File: config.mk
export PLATFORM = sky130hd
export DESIGN_NAME = capture_controller
export DESIGN_NICKNAME = d
export VERILOG_FILES = /design/src/rtl/adc_pkg.sv /design/src/rtl/capture_controller_edge_trigger.sv /design/src/rtl/capture_controller.sv
export SDC_FILE = /design/constraint.sdc
export NUM_CORES = 1
export LEC_CHECK = 0
export ABC_CLOCK_PERIOD_IN_PS = 2000
export BUFFER_PORTS_ARGS = -buffer_cell sky130_fd_sc_hd__buf_2
export CAP_MARGIN = 20
export CORE_ASPECT_RATIO = 0.5
export CORE_MARGIN = 1.5
export CORE_UTILIZATION = 40
export DETAILED_ROUTE_END_ITERATION = 10
export HOLD_SLACK_MARGIN = 0.15
export PLACE_DENSITY_LB_ADDON = 0.1
export SLEW_MARGIN = 30
export SYNTH_ARGS = -nofsm -noshare
export SYNTH_HDL_FRONTEND = slang
export SYNTH_SLANG_ARGS = --single-unit
export TNS_END_PERCENT = 10
File: constraint.sdc
create_clock -name clk -period 2 [get_ports clk]
set_input_delay 0.2 -clock clk [delete_from_list [all_inputs] [get_ports clk]]
set_output_delay 0.2 -clock clk [all_outputs]
set_load 0.1 [all_outputs]
File: src/rtl/adc_pkg.sv
// Shared types and default widths for the ADC capture path.
package adc_pkg;

  localparam int unsigned DATA_W = 16;
  localparam int unsigned CNT_W  = 16;

  typedef enum logic [1:0] {
    IDLE    = 2'b00,
    ARMED   = 2'b01,
    CAPTURE = 2'b10,
    DRAIN   = 2'b11
  } cap_state_t;

endpackage

File: src/rtl/capture_controller_edge_trigger.sv
// Rising threshold-crossing detector with a latched software force.
// o_trig_hit is only ever high on a valid sample while armed.
module edge_trigger
  import adc_pkg::*;
#(
  parameter int unsigned DATA_W = adc_pkg::DATA_W
) (
  input  logic              clk,
  input  logic              rst,
  input  logic              i_armed,
  input  logic [DATA_W-1:0] i_adc_data,
  input  logic              i_adc_valid,
  input  logic              i_force_trig,
  input  logic [DATA_W-1:0] i_trig_level,
  output logic              o_trig_hit
);

  logic [DATA_W-1:0] r_prev_sample;
  logic              r_prev_valid;
  logic              r_force_pend;
  logic              w_cross;

  // A crossing needs a previous sample seen during this arming period.
  assign w_cross = r_prev_valid
                 & ($signed(r_prev_sample) < $signed(i_trig_level))
                 & ($signed(i_adc_data) >= $signed(i_trig_level));

  assign o_trig_hit = i_armed & i_adc_valid & (w_cross | i_force_trig | r_force_pend);

  // Force pulses without a sample wait for the next valid sample.
  always_ff @(posedge clk) begin
    if (rst) begin
      r_prev_sample <= '0;
      r_prev_valid  <= 1'b0;
      r_force_pend  <= 1'b0;
    end else begin
      if (i_adc_valid) begin
        r_prev_sample <= i_adc_data;
      end
      r_prev_valid <= i_armed & (r_prev_valid | i_adc_valid);
      r_force_pend <= i_armed & ~i_adc_valid & (r_force_pend | i_force_trig);
    end
  end

endmodule

File: src/rtl/capture_controller.sv
// Write-side controller for the ADC sample FIFO: arm, trigger, fill to
// full, then hold off until the reader has emptied the FIFO.
module capture_controller
  import adc_pkg::*;
#(
  parameter int unsigned DATA_W = adc_pkg::DATA_W,
  parameter int unsigned CNT_W  = adc_pkg::CNT_W
) (
  input  logic              clk,
  input  logic              rst,
  input  logic [DATA_W-1:0] adc_data,
  input  logic              adc_valid,
  input  logic              arm,
  input  logic              force_trig,
  input  logic [DATA_W-1:0] trig_level,
  input  logic              full,
  input  logic              empty,
  output logic              wr_en,
  output logic [DATA_W-1:0] din,
  output logic              frame_done,
  output logic [CNT_W-1:0]  frame_len,
  output logic [CNT_W-1:0]  drop_cnt,
  output logic [1:0]        state
);

  cap_state_t       r_state;
  cap_state_t       w_next_state;
  logic [CNT_W-1:0] r_count;
  logic [CNT_W-1:0] r_frame_len;
  logic [CNT_W-1:0] r_drop_cnt;
  logic             r_frame_done;
  logic             w_trig_hit;
  logic             w_empty_ok;
  logic             w_start;
  logic             w_wr_en;

  edge_trigger #(.DATA_W(DATA_W)) u_edge_trigger (
    .clk          (clk),
    .rst          (rst),
    .i_armed      (r_state == ARMED),
    .i_adc_data   (adc_data),
    .i_adc_valid  (adc_valid),
    .i_force_trig (force_trig),
    .i_trig_level (trig_level),
    .o_trig_hit   (w_trig_hit)
  );

  // A FIFO reporting both full and empty is treated as full.
  assign w_empty_ok = empty & ~full;
  assign w_start    = (r_state == ARMED) & arm & w_trig_hit & ~full;

  always_ff @(posedge clk) begin
    if (rst) begin
      r_state <= IDLE;
    end else begin
      r_state <= w_next_state;
    end
  end

  always_comb begin
    w_next_state = r_state;
    case (r_state)
      IDLE:    if (arm && w_empty_ok) w_next_state = ARMED;
      ARMED: begin
        if (!arm)         w_next_state = IDLE;
        else if (w_start) w_next_state = CAPTURE;
      end
      CAPTURE: if (full) w_next_state = DRAIN;
      DRAIN:   if (w_empty_ok) w_next_state = arm ? ARMED : IDLE;
      default: w_next_state = IDLE;
    endcase
  end

  always_comb begin
    w_wr_en = 1'b0;
    case (r_state)
      ARMED:   w_wr_en = w_start;
      CAPTURE: w_wr_en = adc_valid & ~full;
      default: w_wr_en = 1'b0;
    endcase
    if (rst) w_wr_en = 1'b0;
  end

  // Frame counters; both sample counters saturate at all-ones.
  always_ff @(posedge clk) begin
    if (rst) begin
      r_count      <= '0;
      r_frame_len  <= '0;
      r_drop_cnt   <= '0;
      r_frame_done <= 1'b0;
    end else begin
      r_frame_done <= (r_state == CAPTURE) & full;
      if (w_start) begin
        r_count <= CNT_W'(1);
      end else if ((r_state == CAPTURE) && w_wr_en && (r_count != '1)) begin
        r_count <= r_count + CNT_W'(1);
      end
      if ((r_state == CAPTURE) && adc_valid && full && (r_drop_cnt != '1)) begin
        r_drop_cnt <= r_drop_cnt + CNT_W'(1);
      end
      if ((r_state == CAPTURE) && full) begin
        r_frame_len <= r_count;
      end
    end
  end

  assign wr_en      = w_wr_en;
  assign din        = adc_data;
  assign frame_done = r_frame_done;
  assign frame_len  = r_frame_len;
  assign drop_cnt   = r_drop_cnt;
  assign state      = r_state;

endmodule

# --- After elaboration in Yosys (flattened, before gate mapping) ---
# Index checks and enable logic that the tools add are counted.
classes:
  n_addsub: 2
  magnitude_cmp: 2
  n_eq_ne: 9
  n_mux: 11
  bitwise_logic: 19
  reduce_logical: 11
op_table:
  columns: ["cell", "count"]
  rows:
  - ["$add A16 B1 Y16 const B", 2]
  - ["$ne A16 B16 Y1 const B", 2]
  - ["$ge A16 B16 Y1", 1]
  - ["$lt A16 B16 Y1", 1]
  - ["$and A1 B1 Y1", 13]
  - ["$mux W2", 5]
  - ["$pmux W2 S4", 1]
  - ["$logic_and A1 B1 Y1", 7]
  - ["$ne A2 B2 Y1 const B", 3]
  - ["$eq A2 B2 Y1 const B", 2]
  - ["$mux W1", 4]
  - ["$or A1 B1 Y1", 4]
  - ["$reduce_and A4 Y1", 1]
  - ["$ne A3 B3 Y1 const B", 1]
  - ["$eq A2 B1 Y1 const B", 1]
  - ["$logic_not A2 Y1", 1]
  - ["$not A1 Y1", 2]
  - ["$pmux W1 S2", 1]
  - ["$reduce_bool A2 Y1", 1]
  - ["$reduce_or A2 Y1", 1]
word_totals:
  register_bits: 69
  inputBits: 39
  out_inout_bits: 52

# --- Longest topological paths before layout ---
# Gate-level depths: netlist (run 1).
logic_depth:
  depth_word: 14
  mapped_depth: 10
  ltp_nobuf: 9

# --- Cells and area by module ---
# From an unflattened synthesis (run 1), not the netlist that was laid out.
unflattened:
  hier_cells: 481
  area_unflattened_um2: 4045.1
modules_own_cells:
  columns: ["module", "n_inst", "cells_per_inst", "area_each_um2"]
  rows:
  - ["capture_controller", 1, 319, 2667.6]
  - ["edge_trigger", 1, 162, 1377.6]

# --- Worst setup path after synthesis (run 1) ---
# OpenSTA, ideal clock, no wires.
synth_timing:
  path_kind: "flip-flop to flip-flop"
  startpoint: "register r_state[0], in the netlist state[0]"
  endpoint: "register r_count[9]"
  setup_ns: 0.140
  arrival_ns: 2.764
  required_ns: 1.860
  path_slack_ns: -0.903
  path_stages_with_launch: 11
  synth_period_minus_slack_ns: 2.903
  cell_sequence: "dfxtp_1 -> inv_1 -> ha_1 -> and4bb_1 -> nand2_1 -> nor2_1 -> and3_1 -> buf_2 -> nand4_1 -> xor2_1 -> nor3_2"
synth_via:
  elab_chain_len: 9
synth_rtl:
  columns: ["item", "line_no", "source"]
  rows:
  - ["start, declared", "capture_controller.sv:26", "cap_state_t r_state;"]
  - ["start signal, assigned", "capture_controller.sv:56", "r_state <= w_next_state;"]
  - ["$eq A2 B1 Y1", "capture_controller.sv:40, capture_controller.sv:50, capture_controller.sv:76", null]
  - ["$and A1 B1 Y1 (2 in a row)", "capture_controller_edge_trigger.sv:28", "assign o_trig_hit = i_armed & i_adc_valid & (w_cross | i_force_trig | r_force_pend);"]
  - ["$and A1 B1 Y1 (2 in a row)", "capture_controller.sv:50", "assign w_start = (r_state == ARMED) & arm & w_trig_hit & ~full;"]
  - ["$pmux W1 S2", "capture_controller.sv:76", "case (r_state)"]
  - ["$mux W1", "capture_controller.sv:81", "if (rst) w_wr_en = 1'b0;"]
  - ["$logic_and A1 B1 Y1 (2 in a row)", "capture_controller.sv:95", "end else if ((r_state == CAPTURE) && w_wr_en && (r_count != '1)) begin"]
  - ["end signal, assigned", "capture_controller.sv:96", "r_count <= r_count + CNT_W'(1);"]
  - ["end, declared", "capture_controller.sv:28", "logic [CNT_W-1:0] r_count;"]
# Parallel ways exist; a longest one is shown, timed or not.
# A chain may end at the register's enable or synchronous reset.

# --- Final worst setup path (run 1) ---
layout_timing:
  startpoint: "input port trig_level[7]"
  endpoint: "output port wr_en"
layout_via:
  elab_chain_len: 10
layout_rtl:
  columns: ["item", "line_no", "source"]
  rows:
  - ["start, declared", "capture_controller.sv:15", "input logic [DATA_W-1:0] trig_level,"]
  - ["$lt A16 B16 Y1", "capture_controller_edge_trigger.sv:25", "& ($signed(r_prev_sample) < $signed(i_trig_level))"]
  - ["$and A1 B1 Y1", "capture_controller_edge_trigger.sv:25", null]
  - ["$and A1 B1 Y1 (*)", "capture_controller_edge_trigger.sv:26", "& ($signed(i_adc_data) >= $signed(i_trig_level));"]
  - ["$or A1 B1 Y1 (*) (2 in a row)", "capture_controller_edge_trigger.sv:28", null]
  - ["$and A1 B1 Y1 (*)", "capture_controller_edge_trigger.sv:28", null]
  - ["$and A1 B1 Y1 (*) (2 in a row)", "capture_controller.sv:50", null]
  - ["$pmux W1 S2 (*)", "capture_controller.sv:76", null]
  - ["$mux W1 (*)", "capture_controller.sv:81", null]
  - ["end, declared", "capture_controller.sv:18", "output logic wr_en,"]
# Mark *: on every way between the ends. The rest lies on a longest branch, timed or not.

==> metrics.md, run 1 <==
| Metric | Value |
|---|---|
| Status | finished with violations |
| Failing checks | negative setup slack |
| Initial antenna violation count | 0 |
| Final Cycle Share | 1.21 |
| Core Area | 9480 sq um |
| Die width | 143 um |
| # setup viols final | 19 |
| Worst hold path depth | 3 |
| Mapped Nets | 525 |
| Endpoints failing hold | 0 |
| Syn_area_per_cell | 8.75 sq um |
| Tot GR Track Use | 0.182 |
| Initial Utilization | 0.413 |
| Iter 0 DRT Violations | 101 |
| VDD IR max | 0.000436 V |
| Clk sinks | 69 |
| Fin Hold WS | 0.167 ns |
| Seq/Total Area, Yosys | 0.352 |
| TritonCTS Buffers | 9 |
| Latest clock arrival within the worst-skew pair | 0.33 ns |
| Vias in the first global route | 3137 |
| Slew Viols, Final | 0 |
| Hold WC Path Type | in -> reg |
| Drt pass-1 iters | 4 |
| Worst-path clk slew | 0.05 ns |
| Critical path buffers and inverters | 3 |
| Clock Path Buffers | 2 |
| Largest net degree at the start of global routing | 69 |
| Setup TNS | -2.71 ns |
| Via/cell ratio | 4.83 |
| H-tree depth | 3 |
| Min-delay src | adc_data[0] |
| Top cell family by delay on the critical path | compound AO/OA/AOI/OAI gates |
| Mapped Cells | 448 |
| Final worst slack | -0.417 ns |
| Worst Setup Path Type | in -> out |
| Fin nets | 643 |
| RSZ-0062 raised after global routing | true |
| Worst R2R Path Depth | 9 |
| Worst Setup End Kind | primary output |
| Final Skew | 0.00488 ns |
| P_leak | 2.35 nW |
| Count of cell types in the netlist | 49 |
| Max-Cap Viols | 0 |
| Final Wtd Congestion | 0.751 |
| Routed Antenna Nets | 0 |
| ANT cells | 0 |
| Root Driver | clkbuf_16 |
| R2r setup slk | -0.15 ns |
| GRT overflow | 0 |
| Hold Path End | u_edge_trigger.r_prev_sample[0] |
| Pwr/cell area | 658 nW/um^2 |
| Layout area overhead | 36.9% |
| Share of cells above drive strength 1 | 0.393 |
| WP data required | 1.80 ns |
| Crit start category | input port |
| Wirelength per Cell | 12.9 um |
| DRC viols | 0 |
| Vias | 3393 |
| Final min period | 2.42 ns |
| Crit path max fanout | 4 |
| Commonest non-fill, non-tap cell in the layout | buf_2 |
| YS warnings | 0 |
| FF-to-FF Start | u_edge_trigger.r_prev_sample[13] |
| Placed Area | 4880 sq um |
| Headroom to the max-slew limit | 0.465 |
| Design Area, Final | 5360 sq um |
| Highest-count cells in the layout ignoring fill and taps | buf_2 (89), nand2_1 (56), nor2_1 (50) |
| Fillers | 902 |
| Die H | 73.0 um |
| I/O Buffers | 90 |
| Placement Setup Slack | -0.427 ns |
| Worst-Margin Slew | 0.803 ns |
| First-pass GRT wire length | 14700 um |
| Max Fclk | 0.414 GHz |
| Final wirelength | 9090 um |
| Crit path arrival time | 2.22 ns |
| DIE AREA | 10400 sq um |
| Slowest stage delay, CP | 0.36 ns |
| FF-to-FF End | r_count[1] |
| #FFs+latches synth | 69 |
| CTS tree | done |
| HPWL Detailed | 6380 um |
| Critical path's slowest cell | o31a_2 |
| Post-Syn Area | 3920 sq um |
| # rows | 25 |
| Crit path cell chain | buf_2, inv_1, ha_1, a21oi_1, o21ai_1, a21o_1, o31a_2, nor3_4, nor3_2, o21a_4, buf_12 |
| Top-Level Pins | 91 |
-- cells by family (layout without fill, tap and decap cells) --
family / count (synthesis) / count (layout) / synth area share
and+or+nand+nor: 187 / 187 / 0.249
DFF: 69 / 69 / 0.352
AOI/OAI and AO/OA: 54 / 54 / 0.0958
buffers and inverters: 52 / 172 / 0.0680
adders and majority gates: 38 / 38 / 0.121
xor gates and xnor gates: 30 / 30 / 0.0670
muxes: 18 / 18 / 0.0460
-- per-layer routing --
metal / global-route usage / part of all wire
met5: 0 / 0
met4: 0.0515 / 0.011
met3: 0.0531 / 0.047
met2: 0.289 / 0.44
met1: 0.242 / 0.50
-- sequential cells by signal, summed over array words and instances (netlist names), named ones only --
signal / cells
r_count: 16
drop_cnt: 16
u_edge_trigger.r_prev_sample: 16
u_edge_trigger.r_prev_valid: 1
frame_len: 16
state: 1
u_edge_trigger.r_force_pend: 1
frame_done: 1
-- worst max-delay path by stage --
stage / startpoint / end / slack [ns] / depth (start not counted)
6_report: trig_level[7] / wr_en / -0.42 / 11
5_1_grt: trig_level[5] / wr_en / -0.51 / 11
4_1_cts: u_edge_trigger.r_prev_sample[13] / wr_en / -0.47 / 9
3_5_place_dp: trig_level[13] / state[0] / -0.43 / 10
3_3_place_gp: trig_level[13] / r_count[1] / -0.43 / 11
2_1_floorplan: drop_cnt[7] / drop_cnt[5] / -0.13 / 7
-- power by group --
part	internal, mW	switching, mW	leakage, nW
combinational	0.251	0.419	1.64
sequential	1.40	0.0203	0.570
clock	0.888	0.552	0.132
-- cell usage after synthesis (all sizes together) --
master / number / share of area
xnor2: 10 / 0.022
ha: 38 / 0.12
clkbuf: 8 / 0.0077
o211ai: 1 / 0.0019
xor2: 20 / 0.045
a21oi: 28 / 0.036
dfxtp: 69 / 0.35
nor4: 5 / 0.016
o31a: 1 / 0.0026
a2bb2oi: 1 / 0.0022
and4bb: 1 / 0.0032
o31ai: 1 / 0.0019
a21o: 3 / 0.0057
nor2b: 1 / 0.0016
nand2b: 5 / 0.0099
o21ba: 1 / 0.0026
nand4: 14 / 0.028
or4: 1 / 0.0019
o311a: 1 / 0.0026
nor3b: 1 / 0.0019
nand3b: 1 / 0.0019
and4: 2 / 0.0045
nand2: 60 / 0.057
nand3: 14 / 0.018
a2111oi: 3 / 0.016
o41ai: 1 / 0.0022
a31oi: 1 / 0.0016
inv: 21 / 0.020
a211oi: 3 / 0.0057
o311ai: 1 / 0.0022
nor3: 21 / 0.041
nor2: 51 / 0.049
o21bai: 1 / 0.0029
and2: 2 / 0.0032
mux2i: 18 / 0.046
and3: 8 / 0.013
o21a: 1 / 0.0019
buf: 23 / 0.040
o21ai: 6 / 0.0077
-- tightest hold or removal path, delay by kind of cell --
kind          cells  cell delay, ns
buf+inv           1            0.11
mux               1            0.07
simple gates      1            0.07
-- per-stage QoR --
stage	util	total power, mW	cells
after floorplan	-	1.90	448
after global placement	0.515	2.06	685
after detailed placement	0.515	2.06	685
after CTS	0.562	3.58	702
after global routing	0.566	3.70	703
final	0.566	3.53	703
-- cell type report --
| cell class | count | area (sq um) | share of cell area |
|---|---|---|---|
| Sequential cell | 69 | 1410 | 0.263 |
| Tap cell | 135 | 169 | 0.0315 |
| Inverter | 21 | 98.8 | 0.0184 |
| Timing Repair Buffer | 138 | 850 | 0.158 |
| Multi-Input combinational cell | 327 | 2570 | 0.479 |
| Clock buffer | 11 | 254 | 0.0474 |
| Clock inverter | 2 | 10.0 | 0.00187 |
-- timing repair --
item | in CTS | in global routing
hold buffers | 3 | 0
pin swaps | 12 | 5
resized for setup | 22 | 5
endpoints found under the hold margin | 3 | 0
endpoints found under the setup margin | 19 | 23
buffers inserted | 1 | 1
(Power assumes the default switching activity.)
==> run 2: changes to the inputs <==
ABC_AREA = 1   (was default)
==> run 2 against run 1 <==
Compared with the run above:
- the flow still finishes with violations (negative setup slack)
- largest power group unchanged
- utilization is 0.99 points lower
- synthesized cell count up 28%
- critical endpoint unchanged
- global-route usage rose by 1.6 points
- register-to-register slack got worse by 0.16 ns
==> metrics.md, run 2 <==
| Metric | Value |
|---|---|
| Failing checks | negative setup slack (unchanged) |
| Worst hold path depth | 3 (unchanged) |
| Count of cell types in the netlist | 36 (was 49) |
| Status | finished with violations (unchanged) |
| Seq/Total Area, Yosys | 0.334 (was 0.352) |
| Die H | 74.9 um (was 73.0 um) |
| Met3 Use GR | 0.0442 (was 0.0531) |
| Drt pass-1 iters | 4 (unchanged) |
| YS warnings | 0 (unchanged) |
| Grt met1 use | 0.256 (was 0.242) |
| Routed Antenna Nets | 0 (unchanged) |
| Post-synth top area cell | dfxtp_1 (unchanged) |
| Total Power | 3.57 mW (was 3.53 mW) |
| FF-to-FF Start | u_edge_trigger.r_prev_sample[13] (unchanged) |
| CTS Hold Buffers Added | 0 (was 3) |
| Wirelength per Cell | 12.8 um (was 12.9 um) |
| RSZ-0062 raised after global routing | true (unchanged) |
| Clk sinks | 69 (unchanged) |
| Root Driver | clkbuf_16 (unchanged) |
| Mapped Cells | 572 (was 448) |
| Worst-Margin Slew | 0.545 ns (was 0.803 ns) |
| DIE AREA | 11000 sq um (was 10400 sq um) |
| Vias in the first global route | 3674 (was 3137) |
| Layout area overhead | 30.8% (was 36.9%) |
| Main synth FF type | dfxtp_1 (unchanged) |
| GRT overflow | 0 (unchanged) |
| VDD IR max | 0.000495 V (was 0.000436 V) |
| I/O Buffers | 90 (unchanged) |
| Slew Viols, Final | 0 (unchanged) |
| Final wirelength | 10600 um (was 9090 um) |
| Fin Hold WS | 0.166 ns (was 0.167 ns) |
| Hold Path End | u_edge_trigger.r_prev_sample[0] (unchanged) |
| Mapped Nets | 649 (was 525) |
| Initial Utilization | 0.425 (was 0.413) |
| R2r setup slk | -0.31 ns (was -0.15 ns) |
| Latest clock arrival within the worst-skew pair | 0.33 ns (about the same) |
| Worst Setup End Kind | primary output (unchanged) |
| First-pass GRT wire length | 17200 um (was 14700 um) |
| Area share of the largest cell type after synthesis | 0.334 (was 0.352) |
| Crit path max fanout | 2 (was 4) |
| Tot GR Track Use | 0.198 (was 0.182) |
| Crit start category | flop (was input port) |
| Final Wtd Congestion | 0.850 (was 0.751) |
| Synth top area cells | dfxtp_1 (33%), ha_1 (11%), nand2_1 (7.5%) (was dfxtp_1 (35%), ha_1 (12%), nand2_1 (5.7%)) |
| Synth top cells by count | nand2_1 (83), inv_1 (75), dfxtp_1 (69), nor2_1 (65), a21oi_1 (56) (was dfxtp_1 (69), nand2_1 (60), nor2_1 (51), ha_1 (38), a21oi_1 (28)) |
| Endpoints failing hold | 0 (unchanged) |
| Iter 0 DRT Violations | 141 (was 101) |
| Final min period | 2.38 ns (was 2.42 ns) |
| Commonest non-fill, non-tap cell in the layout | buf_2 (unchanged) |
| Top-Level Pins | 91 (unchanged) |
| Largest net degree at the start of global routing | 32 (was 69) |
| Number of flops mapped to enable cells by yosys | 0 (unchanged) |
| Fillers | 965 (was 902) |
| HPWL Detailed | 7710 um (was 6380 um) |
| Initial antenna violation count | 0 (unchanged) |
| Worst R2R Path Depth | 15 (was 9) |
| Crit path arrival time | 2.18 ns (was 2.22 ns) |
| WP data required | 1.80 ns (about the same) |
| Via/cell ratio | 4.78 (was 4.83) |
| CTS tree | done (unchanged) |
| Max Fclk | 0.420 GHz (was 0.414 GHz) |
| Reg area | 1430 sq um (was 1410 sq um) |
| #FFs+latches synth | 69 (unchanged) |
| GR Layer Usage met2 | 0.338 (was 0.289) |
| Die width | 147 um (was 143 um) |
| Multi-input gate area | 2390 sq um (was 2570 sq um) |
| ANT cells | 0 (unchanged) |
| Hold WC Path Type | in -> reg (unchanged) |
| GR peak layer | met2 (unchanged) |
| Syn_area_per_cell | 7.23 sq um (was 8.75 sq um) |
| Count leader, synth | nand2_1 (was dfxtp_1) |
| Placement Setup Slack | -0.254 ns (was -0.427 ns) |
| FF-to-FF End | r_count[2] (was r_count[1]) |
| Pwr/cell area | 660 nW/um^2 (was 658 nW/um^2) |
| DRC viols | 0 (unchanged) |
| Post-Syn Area | 4140 sq um (was 3920 sq um) |
| Final worst slack | -0.381 ns (was -0.417 ns) |
| Max-Cap Viols | 0 (unchanged) |
| Worst-path clk slew | 0.06 ns (was 0.05 ns) |
| # setup viols final | 19 (unchanged) |
| H-tree depth | 3 (unchanged) |
| Core Area | 9730 sq um (was 9480 sq um) |
| Async SR Flop Fraction | 0 (unchanged) |
| TritonCTS Buffers | 9 (unchanged) |
| P_leak | 2.47 nW (was 2.35 nW) |
| Share of cells above drive strength 1 | 0.319 (was 0.393) |
| Fin nets | 761 (was 643) |
| Vias | 3938 (was 3393) |
| Final Skew | 0.0104 ns (was 0.00488 ns) |
| Highest-count cells in the layout ignoring fill and taps | buf_2 (89), nand2_1 (76), inv_1 (73) (was buf_2 (89), nand2_1 (56), nor2_1 (50)) |
| Final Cycle Share | 1.19 (was 1.21) |
| Clock Path Buffers | 2 (unchanged) |
| # rows | 25 (unchanged) |
| Headroom to the max-slew limit | 0.634 (was 0.465) |
| Min-delay src | adc_data[0] (unchanged) |
| Worst Setup Path Type | reg -> out (was in -> out) |
## run 2: changes by cell type in the layout (fill, tap and decap cells not counted), sizes merged, moves of 8 or more
cell / previous run / this run
a21oi: 28 / 58
and3: 8 / 0
inv: 21 / 82
mux2i: 18 / 0
nand2: 60 / 89
nand4: 14 / 25
nor2: 51 / 68
o21ai: 6 / 48
xnor2: 10 / 2
xor2: 20 / 12
## run 2: timing repair
action / in CTS / in global routing
pin swaps: 12 / 19
cloned: 0 / 1
setup endpoints to repair: 18 / 25
setup buffers: 2 / 2
resized for setup: 12 / 23
## run 2: layout make-up
class                      count  area share
timing repair buffer         134       0.154
sequential                    69       0.263
multi-input combinational    391       0.441
tap                          135      0.0312
clock inverter                 6     0.00925
clock buffer                  10      0.0463
inverter                      79      0.0548
## run 2: worst max-delay path: stages, from the launching register on
cell	delay [ns]
dfxtp_1	0.38
ha_4	0.22
a21oi_1	0.13
o21ai_0	0.11
a21oi_1	0.18
nand3_1	0.09
nand2_1	0.09
nand3_2	0.08
nand2_2	0.08
nand2_4	0.06
a21oi_4	0.14
buf_12	0.12
buf_12	0.16
## run 2: logic make-up (layout without fill, tap and decap cells)
family,Yosys count,after routing,share of synthesized area
adder cells (fa/ha/maj),38,38,0.115
flip-flops,69,69,0.334
XOR/XNOR,14,14,0.0297
AO/OA/AOI/OAI,111,111,0.141
buffers and inverters,113,229,0.125
AND/OR/NAND/NOR,227,228,0.255
## run 2: report_power, final
group	internal, mW	switching [mW]
registers	1.40	0.0204
clock network	0.930	0.636
logic	0.200	0.386
total	2.53	1.04
## run 2: through the flow
stage          area (sq um)  cells  setup TNS, ns   util
6_report               5410    824          -4.71  0.556
5_1_grt                5410    824          -7.20  0.556
4_1_cts                5280    821          -3.94  0.543
3_5_place_dp           4920    803          -3.86  0.505
3_3_place_gp           4920    803          -3.12  0.505
2_1_floorplan          4190    572         -0.186      -
## run 2: worst max path at each step
stage                                     startpoint         end  slack, ns  cells after the start
floorplan                             trig_level[15]  r_count[6]      -0.04                     17
global placement                      trig_level[13]       wr_en      -0.22                     14
detailed placement                    trig_level[13]       wr_en      -0.25                     14
CTS                 u_edge_trigger.r_prev_sample[15]       wr_en      -0.44                     15
global route         u_edge_trigger.r_prev_sample[5]       wr_en      -0.48                     14
finish              u_edge_trigger.r_prev_sample[13]       wr_en      -0.38                     12
## run 2: routing by layer
metal,part of all wire,up-vias
met1,0.50,1745
met4,0.010,0
met3,0.047,10
met5,0,-
met2,0.45,80
li1,-,2103
==> run 3: changes to the inputs <==
CORE_UTILIZATION = 50   (was 40)
==> run 3 against run 2 <==
Compared with the run above:
- global-route usage is 2.8 points higher
- sequential share of layout area is 0.40 points higher
- die area is 19% lower
- routed wire length is 4.6% lower
- the flow still finishes with violations (negative setup slack)
- critical endpoint unchanged
==> metrics.md, run 3 (synthesis gave the netlist of run 2 again) <==
| Metric | Value |
|---|---|
| I/O Buffers | 90 (unchanged) |
| Share of cells above drive strength 1 | 0.304 (was 0.319) |
| Core Area | 8000 sq um (was 9730 sq um) |
| ANT cells | 0 (unchanged) |
| Final Cycle Share | 1.21 (was 1.19) |
| Final min period | 2.42 ns (was 2.38 ns) |
| Crit start category | flop (unchanged) |
| Wirelength per Cell | 12.7 um (was 12.8 um) |
| Initial antenna violation count | 0 (unchanged) |
| HPWL Detailed | 7270 um (was 7710 um) |
| First-pass GRT wire length | 16000 um (was 17200 um) |
| Final Wtd Congestion | 0.922 (was 0.850) |
| GRT overflow | 0 (unchanged) |
| Largest net degree at the start of global routing | 44 (was 32) |
| Failing checks | negative setup slack (unchanged) |
| RSZ-0062 raised after global routing | true (unchanged) |
| Worst Setup Path Type | reg -> out (unchanged) |
| Die width | 132 um (was 147 um) |
| TritonCTS Buffers | 9 (unchanged) |
| Latest clock arrival within the worst-skew pair | 0.33 ns (about the same) |
| Crit path max fanout | 2 (unchanged) |
| Worst-Margin Slew | 0.532 ns (was 0.545 ns) |
| H-tree depth | 3 (unchanged) |
| Vias in the first global route | 3561 (was 3674) |
| Worst Setup End Kind | primary output (unchanged) |
| # setup viols final | 19 (unchanged) |
| Vias | 4003 (was 3938) |
| Via/cell ratio | 5.03 (was 4.78) |
| Status | finished with violations (unchanged) |
| Clk sinks | 69 (unchanged) |
| Headroom to the max-slew limit | 0.643 (was 0.634) |
| Initial Utilization | 0.517 (was 0.425) |
| Placed Area | 4850 sq um (was 4920 sq um) |
| Endpoints failing hold | 0 (unchanged) |
| VDD IR max | 0.000449 V (was 0.000495 V) |
| Final worst slack | -0.419 ns (was -0.381 ns) |
| Utilization after layout | 0.667 (was 0.556) |
| Max Fclk | 0.413 GHz (was 0.420 GHz) |
| Fillers | 714 (was 965) |
| CTS tree | done (unchanged) |
| DRC viols | 0 (unchanged) |
| Total Power | 3.65 mW (was 3.57 mW) |
| Final Skew | 0.00647 ns (was 0.0104 ns) |
| Crit path arrival time | 2.22 ns (was 2.18 ns) |
| Hold WC Path Type | in -> reg (unchanged) |
| Placement Setup Slack | -0.273 ns (was -0.254 ns) |
| Design Area, Final | 5330 sq um (was 5410 sq um) |
| P_leak | 2.47 nW (about the same) |
| Commonest non-fill, non-tap cell in the layout | buf_2 (unchanged) |
| Fin Hold WS | 0.181 ns (was 0.166 ns) |
| Tot GR Track Use | 0.225 (was 0.198) |
| Routed Antenna Nets | 0 (unchanged) |
| # rows | 23 (was 25) |
| Max-Cap Viols | 0 (unchanged) |
| Root Driver | clkbuf_16 (unchanged) |
| Layout area overhead | 29.0% (was 30.8%) |
| Fin nets | 756 (was 761) |
| Pwr/cell area | 684 nW/um^2 (was 660 nW/um^2) |
| DIE AREA | 8860 sq um (was 11000 sq um) |
| Iter 0 DRT Violations | 191 (was 141) |
| Die H | 67.3 um (was 74.9 um) |
| Slew Viols, Final | 0 (unchanged) |
| Worst-path clk slew | 0.06 ns (about the same) |
| Final wirelength | 10100 um (was 10600 um) |
| Drt pass-1 iters | 4 (unchanged) |
| WP data required | 1.80 ns (about the same) |
| Clock Path Buffers | 2 (unchanged) |
| Top-Level Pins | 91 (unchanged) |
| Highest-count cells in the layout ignoring fill and taps | buf_2 (89), nand2_1 (79), inv_1 (73) (was buf_2 (89), nand2_1 (76), inv_1 (73)) |
[run 3: cell count changes in the layout (fill, tap and decap cells not counted), moves of 3 or more]
| cell | previous run | this run |
|---|---|---|
| buf_4 | 39 | 36 |
| buf_6 | 3 | 0 |
| nand2_1 | 76 | 79 |
| o21ai_1 | 2 | 5 |
[run 3: power breakdown]
group	switching (mW)	internal (mW)
combinational	0.385	0.193
clock	0.646	1.01
sequential	0.0197	1.40
[run 3: cell type report]
class / count / area, sq um / area share
multi-input cells: 391 / 2360 / 0.443
flip-flops and latches: 69 / 1430 / 0.267
repair buffers: 129 / 786 / 0.147
inverters: 79 / 297 / 0.0556
clock buffers: 11 / 275 / 0.0516
well taps: 112 / 140 / 0.0263
clock inverters: 5 / 43.8 / 0.00821
[run 3: worst paths after layout]
check | from | endpoint | slack [ns] | cells after the start
worst max register to register | u_edge_trigger.r_prev_sample[9] | r_count[12] | -0.26 | 15
worst max-delay path | u_edge_trigger.r_prev_sample[9] | wr_en | -0.42 | 12
worst min register to register | r_count[15] | r_count[15] | 0.47 | 2
worst min-delay path | rst | flop | 0.18 | 2
[run 3: critical path, cell delays in order (launching register included)]
cell and delay [ns]:
dfxtp_1 0.31, ha_1 0.30, a21oi_2 0.14, o21ai_0 0.11, a21oi_2 0.19, nand3_1 0.10, nand2_1 0.09, nand3_2 0.07
nand2_2 0.08, nand2_4 0.06, a21oi_4 0.15, buf_12 0.12, buf_12 0.16
[run 3: stage by stage]
step | TNS [ns] | instances
floorplan | -0.186 | 572
finish | -3.98 | 796
CTS | -3.86 | 794
global route | -7.12 | 796
global placement | -2.78 | 775
detailed placement | -4.27 | 775
[run 3: timing repair]
item,in CTS,in global routing
buffers inserted,2,1
pin swaps,8,8
gates cloned,0,1
resized for setup,12,16
endpoints found under the setup margin,19,24
hold buffers,1,0
endpoints found under the hold margin,1,0
[run 3: per-layer routing]
metal,global-route usage,part of all wire,up-vias
met5,0,0,-
met4,0.0722,0.0077,0
met3,0.0571,0.045,8
met2,0.404,0.48,89
met1,0.273,0.47,1808
li1,-,-,2098
